--- src/rtl/sb_master_gen.sv ---
// SB bus master issuing one INCR burst (1..MAX_BURST beats) per command from a single FSM.
// Define SB_MASTER_TIMEOUT_EN to abort after TIMEOUT_CYC cycles waiting for grant.
module sb_master_gen #(
  parameter int unsigned ADDR_W      = 32,
  parameter int unsigned DATA_W      = 32,
  parameter int unsigned MAX_BURST   = 8,
  parameter int unsigned TIMEOUT_CYC = 256,
  localparam int unsigned LEN_W      = $clog2(MAX_BURST + 1)
) (
  input  logic              sb_clk,
  input  logic              sb_resetn,
  input  logic              cmd_valid,
  output logic              cmd_ready,
  input  logic              cmd_write,
  input  logic              cmd_lock,
  input  logic [ADDR_W-1:0] cmd_addr,
  input  logic [2:0]        cmd_size,
  input  logic [LEN_W-1:0]  cmd_len,
  input  logic              wr_valid,
  input  logic [DATA_W-1:0] wr_data,
  output logic              wr_ready,
  output logic              rd_valid,
  output logic [DATA_W-1:0] rd_data,
  output logic              rd_last,
  output logic              done,
  output logic              done_err,
  input  logic              sb_grant,
  input  logic              sb_ready,
  input  logic [1:0]        sb_resp,
  input  logic [DATA_W-1:0] sb_rdata,
  output logic              sb_busreq,
  output logic              sb_lock,
  output logic [1:0]        sb_trans,
  output logic [ADDR_W-1:0] sb_addr,
  output logic              sb_write,
  output logic [2:0]        sb_size,
  output logic [2:0]        sb_burst,
  output logic [DATA_W-1:0] sb_wdata
);

  // state      | meaning
  // IDLE       | waiting for a command
  // CHECK      | validate latched length and size
  // REQ        | bus requested, waiting for grant
  // ADDR       | address phase of the current beat
  // DATA       | data phase, waiting for the slave response
  // SPLIT_WAIT | split by slave, waiting for grant to resume
  // FIN        | release bus, pulse done
  typedef enum logic [2:0] {
    S_IDLE, S_CHECK, S_REQ, S_ADDR, S_DATA, S_SPLIT_WAIT, S_FIN
  } state_t;

  localparam logic [1:0] TR_IDLE   = 2'd0;
  localparam logic [1:0] TR_BUSY   = 2'd1;
  localparam logic [1:0] TR_NONSEQ = 2'd2;
  localparam logic [1:0] TR_SEQ    = 2'd3;
  localparam logic [1:0] RESP_OKAY  = 2'd1;
  localparam logic [1:0] RESP_ERROR = 2'd2;
  localparam logic [1:0] RESP_SPLIT = 2'd3;
  localparam logic [2:0] BURST_INCR = 3'd1;
  localparam logic [2:0]        SIZE_LIM = 3'($clog2(DATA_W / 8));
  localparam logic [LEN_W-1:0]  LEN_MAX  = LEN_W'(MAX_BURST);
  localparam logic [LEN_W-1:0]  LEN_ONE  = LEN_W'(1);
  localparam logic [ADDR_W-1:0] ADDR_ONE = ADDR_W'(1);

  state_t              state_q, state_d;
  logic [ADDR_W-1:0]   addr_q, addr_d;
  logic [2:0]          size_q, size_d;
  logic [LEN_W-1:0]    len_q, len_d;
  logic [LEN_W-1:0]    beat_q, beat_d;
  logic                write_q, write_d;
  logic                lock_q, lock_d;
  logic                err_q, err_d;
  logic                nonseq_q, nonseq_d;
  logic                held_q, held_d;
  logic [DATA_W-1:0]   wdata_q, wdata_d;
  logic                rd_valid_q, rd_valid_d;
  logic                rd_last_q, rd_last_d;
  logic [DATA_W-1:0]   rd_data_q, rd_data_d;
  logic                ready_en_q;
  logic                tmo_hit;

  assign sb_addr  = addr_q;
  assign sb_size  = size_q;
  assign sb_write = write_q;
  assign sb_wdata = wdata_q;
  assign rd_valid = rd_valid_q;
  assign rd_last  = rd_last_q;
  assign rd_data  = rd_data_q;

`ifdef SB_MASTER_TIMEOUT_EN
  localparam int unsigned     TMO_W    = $clog2(TIMEOUT_CYC + 1);
  localparam logic [TMO_W-1:0] TMO_LOAD = TMO_W'(TIMEOUT_CYC - 1);
  logic [TMO_W-1:0] tmo_q;
  logic             waiting;

  assign waiting = (state_q == S_REQ) || (state_q == S_SPLIT_WAIT);
  assign tmo_hit = waiting && (tmo_q == '0);

  always_ff @(posedge sb_clk or negedge sb_resetn) begin
    if (!sb_resetn)                    tmo_q <= '0;
    else if (waiting && tmo_q != '0)   tmo_q <= tmo_q - 1'b1;
    else                               tmo_q <= TMO_LOAD;
  end
`else
  assign tmo_hit = 1'b0;
`endif

  always_comb begin
    state_d    = state_q;
    addr_d     = addr_q;
    size_d     = size_q;
    len_d      = len_q;
    beat_d     = beat_q;
    write_d    = write_q;
    lock_d     = lock_q;
    err_d      = err_q;
    nonseq_d   = nonseq_q;
    held_d     = held_q;
    wdata_d    = wdata_q;
    rd_valid_d = 1'b0;
    rd_last_d  = 1'b0;
    rd_data_d  = rd_data_q;
    cmd_ready  = 1'b0;
    wr_ready   = 1'b0;
    done       = 1'b0;
    done_err   = 1'b0;
    sb_busreq  = 1'b0;
    sb_lock    = 1'b0;
    sb_trans   = TR_IDLE;
    sb_burst   = 3'd0;
    case (state_q)
      S_IDLE: begin
        cmd_ready = ready_en_q;
        if (cmd_valid && ready_en_q) begin
          addr_d   = cmd_addr;
          size_d   = cmd_size;
          len_d    = cmd_len;
          write_d  = cmd_write;
          lock_d   = cmd_lock;
          beat_d   = '0;
          err_d    = 1'b0;
          nonseq_d = 1'b1;
          held_d   = 1'b0;
          state_d  = S_CHECK;
        end
      end
      S_CHECK: begin
        if (len_q == '0 || len_q > LEN_MAX || size_q > SIZE_LIM) begin
          err_d   = 1'b1;
          state_d = S_FIN;
        end else begin
          state_d = S_REQ;
        end
      end
      S_REQ: begin
        sb_busreq = 1'b1;
        sb_lock   = lock_q;
        if (sb_grant) begin
          state_d = S_ADDR;
        end else if (tmo_hit) begin
          err_d   = 1'b1;
          state_d = S_FIN;
        end
      end
      S_ADDR: begin
        sb_busreq = 1'b1;
        sb_lock   = lock_q;
        if (!sb_grant) begin
          nonseq_d = 1'b1;
          state_d  = S_REQ;
        end else if (write_q && !held_q && !wr_valid) begin
          // stall for write data: BUSY only makes sense inside a started burst
          sb_trans = nonseq_q ? TR_IDLE : TR_BUSY;
          sb_burst = nonseq_q ? 3'd0 : BURST_INCR;
        end else begin
          sb_trans = nonseq_q ? TR_NONSEQ : TR_SEQ;
          sb_burst = BURST_INCR;
          nonseq_d = 1'b0;
          if (write_q && !held_q) begin
            wr_ready = 1'b1;
            wdata_d  = wr_data;
            held_d   = 1'b1;
          end
          state_d = S_DATA;
        end
      end
      S_DATA: begin
        sb_busreq = 1'b1;
        sb_lock   = lock_q;
        if (sb_resp == RESP_SPLIT) begin
          nonseq_d = 1'b1;
          state_d  = S_SPLIT_WAIT;
        end else if (sb_ready && sb_resp == RESP_ERROR) begin
          err_d   = 1'b1;
          state_d = S_FIN;
        end else if (sb_ready && sb_resp == RESP_OKAY) begin
          held_d = 1'b0;
          beat_d = beat_q + LEN_ONE;
          addr_d = addr_q + (ADDR_ONE << size_q);
          if (!write_q) begin
            rd_valid_d = 1'b1;
            rd_data_d  = sb_rdata;
          end
          if (beat_q + LEN_ONE == len_q) begin
            rd_last_d = !write_q;
            state_d   = S_FIN;
          end else begin
            state_d = S_ADDR;
          end
        end
      end
      S_SPLIT_WAIT: begin
        sb_busreq = 1'b1;
        sb_lock   = lock_q;
        if (sb_grant && sb_ready) begin
          state_d = S_ADDR;
        end else if (tmo_hit) begin
          err_d   = 1'b1;
          state_d = S_FIN;
        end
      end
      S_FIN: begin
        done     = 1'b1;
        done_err = err_q;
        state_d  = S_IDLE;
      end
      default: state_d = S_IDLE;
    endcase
  end

  // cmd_ready stays low until the first clock after reset release
  always_ff @(posedge sb_clk or negedge sb_resetn) begin
    if (!sb_resetn) begin
      state_q    <= S_IDLE;
      addr_q     <= '0;
      size_q     <= '0;
      len_q      <= '0;
      beat_q     <= '0;
      write_q    <= 1'b0;
      lock_q     <= 1'b0;
      err_q      <= 1'b0;
      nonseq_q   <= 1'b0;
      held_q     <= 1'b0;
      wdata_q    <= '0;
      rd_valid_q <= 1'b0;
      rd_last_q  <= 1'b0;
      rd_data_q  <= '0;
      ready_en_q <= 1'b0;
    end else begin
      state_q    <= state_d;
      addr_q     <= addr_d;
      size_q     <= size_d;
      len_q      <= len_d;
      beat_q     <= beat_d;
      write_q    <= write_d;
      lock_q     <= lock_d;
      err_q      <= err_d;
      nonseq_q   <= nonseq_d;
      held_q     <= held_d;
      wdata_q    <= wdata_d;
      rd_valid_q <= rd_valid_d;
      rd_last_q  <= rd_last_d;
      rd_data_q  <= rd_data_d;
      ready_en_q <= 1'b1;
    end
  end

endmodule

--- config.mk ---
export PLATFORM = sky130hd
export DESIGN_NAME = sb_master_gen
export DESIGN_NICKNAME = d
export VERILOG_FILES = /design/src/rtl/sb_master_gen.sv
export SDC_FILE = /design/constraint.sdc
export NUM_CORES = 1
export LEC_CHECK = 0
export CAP_MARGIN = 20
export CORE_MARGIN = 2
export CORE_UTILIZATION = 49
export CTS_CLUSTER_SIZE = 14
export DETAILED_ROUTE_END_ITERATION = 10
export PLACE_DENSITY = 0.93
export SETUP_SLACK_MARGIN = 0.15
export SYNTH_ARGS = -nofsm -noshare
export SYNTH_HDL_FRONTEND = slang
export SYNTH_SLANG_ARGS = --single-unit
--- constraint.sdc ---
create_clock -name sb_clk -period 5.5 [get_ports sb_clk]
set_input_delay 0.55 -clock sb_clk [delete_from_list [all_inputs] [get_ports sb_clk]]
set_output_delay 0.55 -clock sb_clk [all_outputs]
set_load 0.02 [all_outputs]
==> summary.md <==
| Metric | Value |
|---|---|
| Initial DRC Count | between 400 and 500 |
| Outcome | finished clean |
| Clk_skew | 0.01138 ns |
| Fraction of layout cells with a size suffix above 1 | 15.09% |
| Worst r2r src | state_q[2] |
| Worst setup startpoint | state_q[0] |
| Die Y-Extent | 115.9 um |
| Reg area | 0.002953 mm^2 |
| PostCTS Resize Cnt | 0 |
| Fmax achieved | 272.1 MHz |
| Initial Utilization | 50.63% |
| Fillers | 820 |
| Power density of the placed cells | 530.0 mW/mm^2 |
| Root buf cell | clkbuf_16 |
| Seq cells post-synth | about 120 |
| Synthesis-to-finish area growth | 47.36% |
| Total Power | 4.789 mW |
| Critical Path Start Type | register |
| Final setup violation count | 0 |
| Hold bufs inserted after CTS | 0 |
| Final Non-Filler Cells | 963 |
| Class of the worst hold path | input port to asynchronous set/reset pin |
| Critical path peak fanout | 33 |
| IO buf count | 223 |
| IO Count | 226 |
| Reg-to-reg slack, setup | 2.62 ns |
| Mean Syn Cell Area | 10.83 um^2 |
| Clk buf depth | 2 |
| Fin crit share | about two thirds |
| Vias per inst | 5.675 |
| Reg power frac | 31.8% |
| Sink Count | 118 |
| Reg-to-reg endpoint | rd_data[21] |
| Syn Std Cell Area | 0.006132 mm^2 |
| Setup TNS | 0 ns |
| Full die area | 0.01343 mm^2 |
| Post-CTS Setup Inserts | 0 |
| Area of the multi-input gates | 0.002940 mm^2 |
| Post-synth EDFFs | 0 |
| First-pass GRT wire length | roughly 28000 um |
| Seq/Total Area, Yosys | 48.15% |
| Slew Limit Headroom | 29.55% |
| Crit path to | wr_ready |
| Antenna violations before repair | 0 |
| Die Wd | 115.9 um |
| Max Cap Viol | 0 |
| Clk Latency, worst-skew pair | 0.42 ns |
| Post-route ant nets | 0 |
| H-tree depth | 4 |
| Unique cell type count in the Yosys netlist | 70 |
| Peak VDD IR | 0.3371 mV |
| RSZ-0062 raised after global routing | false |
| Final Critical Period | approximately 3.7 ns |
| CP Cell Sequence | inv_1 > or3_1 > nor3_4 > buf_4 > clkdlybuf4s50_1 |
| Largest net degree at the start of global routing | 87 |
| Placed cell count | 930 |
| N_diodes | 0 |
| Slowest Stage Delay on Critical Path | 0.71 ns |
| Core Region | between 0.01 and 0.015 mm^2 |
| Slew Viols, Final | 0 |
| Final Hold Violating Endpoints | 0 |
| CTS tree | done |
| Placer Congestion | around 0.88 |
| Combinational Power Share | 44.7% |
| GR Util All Layers | 27.44% |
| GR Overflow Total | 0 |
| Final WS setup | 1.825 ns |
| Ys Warns | 0 |
| CP endpoint kind | primary output |
| DR pass1 iterations | 5 |
| Gate Count Post-Synth | 566 |
| Clock share of power | a little under a quarter |
| Post-synth top flop | dfrtp_1 |
| CTS Buf Count | 17 |
| Cell Int Power | between 2 and 3 mW |
| Synth async-reset ratio | 100.0% |
| Worst-margin pin slew | about 1.1 ns |
| Drt wl/cell | 19.30 um |
| Layout Utilization | around three quarters |
| Dpl ws | 1.905 ns |
| Sw power | 1.826 mW |
| Switching Share | 38.13% |
| # nets final | 905 |
| WP data arrival | 3.12 ns |
| Vias in the first global route | 5424 |
| Worst r2r path cells | 5 |
| Vias | 5465 |
| FP Rows | 40 |
| P_leak | around 3.9 nW |
| DRC | 0 |
| Slowest cell on crit path | clkdlybuf4s50_1 |
| Final wirelength | 18590 um |
| CTS clk-pin slew, worst paths | 0.05 ns |
| CP Data Required Time | 4.95 ns |
| Setup CP Type | register to primary output |
| Detailed Place HPWL | between 10000 and 15000 um |
[worst min-delay path by stage]
stage | endpoint | slack [ns]
5_1_grt | sb_addr[9] | 0.11
2_1_floorplan | beat_q[0] | 0.25
6_report | sb_addr[30] | 0.08
3_5_place_dp | lock_q | 0.46
3_3_place_gp | lock_q | 0.45
4_1_cts | sb_addr[31] | 0.09
[per-stage QoR]
stage / cell area (um^2) / hold slack (ns)
after floorplan: 6136 / 0.2544
after global placement: 8408 / 0.4546
after detailed placement: 8408 / 0.4595
after CTS: 9009 / 0.09026
after global routing: 9036 / 0.1087
final: 9036 / 0.07935
[critical path, delay by kind of cell, from the launching register on]
family | cells | cell delay [ns]
DFF | 1 | 0.61
buffers and inverters | 3 | 1.39
and+or+nand+nor | 2 | 0.69
[layer usage]
layer | routed length (um) | track usage (%) | up-vias
met5 | 0 | 0 | -
met4 | 449 | 10.95 | 0
met3 | 1741 | 8.211 | 40
met2 | 9302 | 47.45 | 330
met1 | 7092 | 32.07 | 2612
li1 | - | - | 2483
[sequential cells by signal, indices dropped and copies added (netlist names), 3 cells and up]
| signal | count |
|---|---|
| sb_addr | 32 |
| beat_q | 4 |
| sb_wdata | 32 |
| len_q | 4 |
| rd_data | 32 |
| sb_size | 3 |
| state_q | 3 |
[layout make-up]
class / instances / area share (%)
timing repair buffer: 229 / 25.39
clock inverter: 12 / 1.703
sequential: 118 / 32.68
clock buffer: 20 / 4.943
multi-input combinational: 406 / 32.54
inverter: 10 / 0.4154
tap: 168 / 2.326
[placed cells by master, fill, tap and decap left out, types with 6 or more instances in the layout]
cell type / count
clkdlybuf4s50_1: 222
dfrtp_1: 118
nand2_1: 65
nor2_1: 37
mux2_2: 37
mux2_4: 29
o21ai_0: 28
a21oi_1: 22
nor3_1: 20
clkbuf_16: 17
nand3_1: 14
o22ai_1: 12
inv_1: 10
ha_1: 9
nand4_1: 8
xnor2_1: 7
mux2i_1: 7
a311oi_1: 7
nor4_1: 6
buf_4: 6
[power groups by stage]
stage,registers (mW),clock network (mW),logic (mW)
floorplan,1.75,0,0.954
global route,1.57,1.18,2.29
detailed placement,1.52,0,2.12
global placement,1.49,0,2.06
finish,1.52,1.13,2.14
CTS,1.51,1.14,2.14
[cells in the mapped netlist, drive strengths merged (7+ instances only)]
cell type / number / area (um^2)
a21oi: 23 / 118.9
a311oi: 7 / 61.31
buf: 21 / 158.9
clkbuf: 12 / 46.29
dfrtp: 118 / 2953
ha: 9 / 112.6
inv: 10 / 37.54
mux2: 66 / 852.1
mux2i: 7 / 70.07
nand2: 68 / 262.8
nand3: 15 / 80.08
nand4: 8 / 50.05
nor2: 38 / 150.1
nor3: 22 / 132.6
o21ai: 29 / 145.1
o22ai: 12 / 75.07
xnor2: 7 / 61.31
[cells by family after synthesis]
group,count (synthesis),synth area share [%]
AOI/OAI and AO/OA,118,13.06
xor gates and xnor gates,12,1.714
adders and majority gates,11,2.326
buffers and inverters,43,3.958
DFF,118,48.15
muxes,73,15.04
other,2,0.1225
and+or+nand+nor,189,15.63
(Power assumes the default switching activity.)
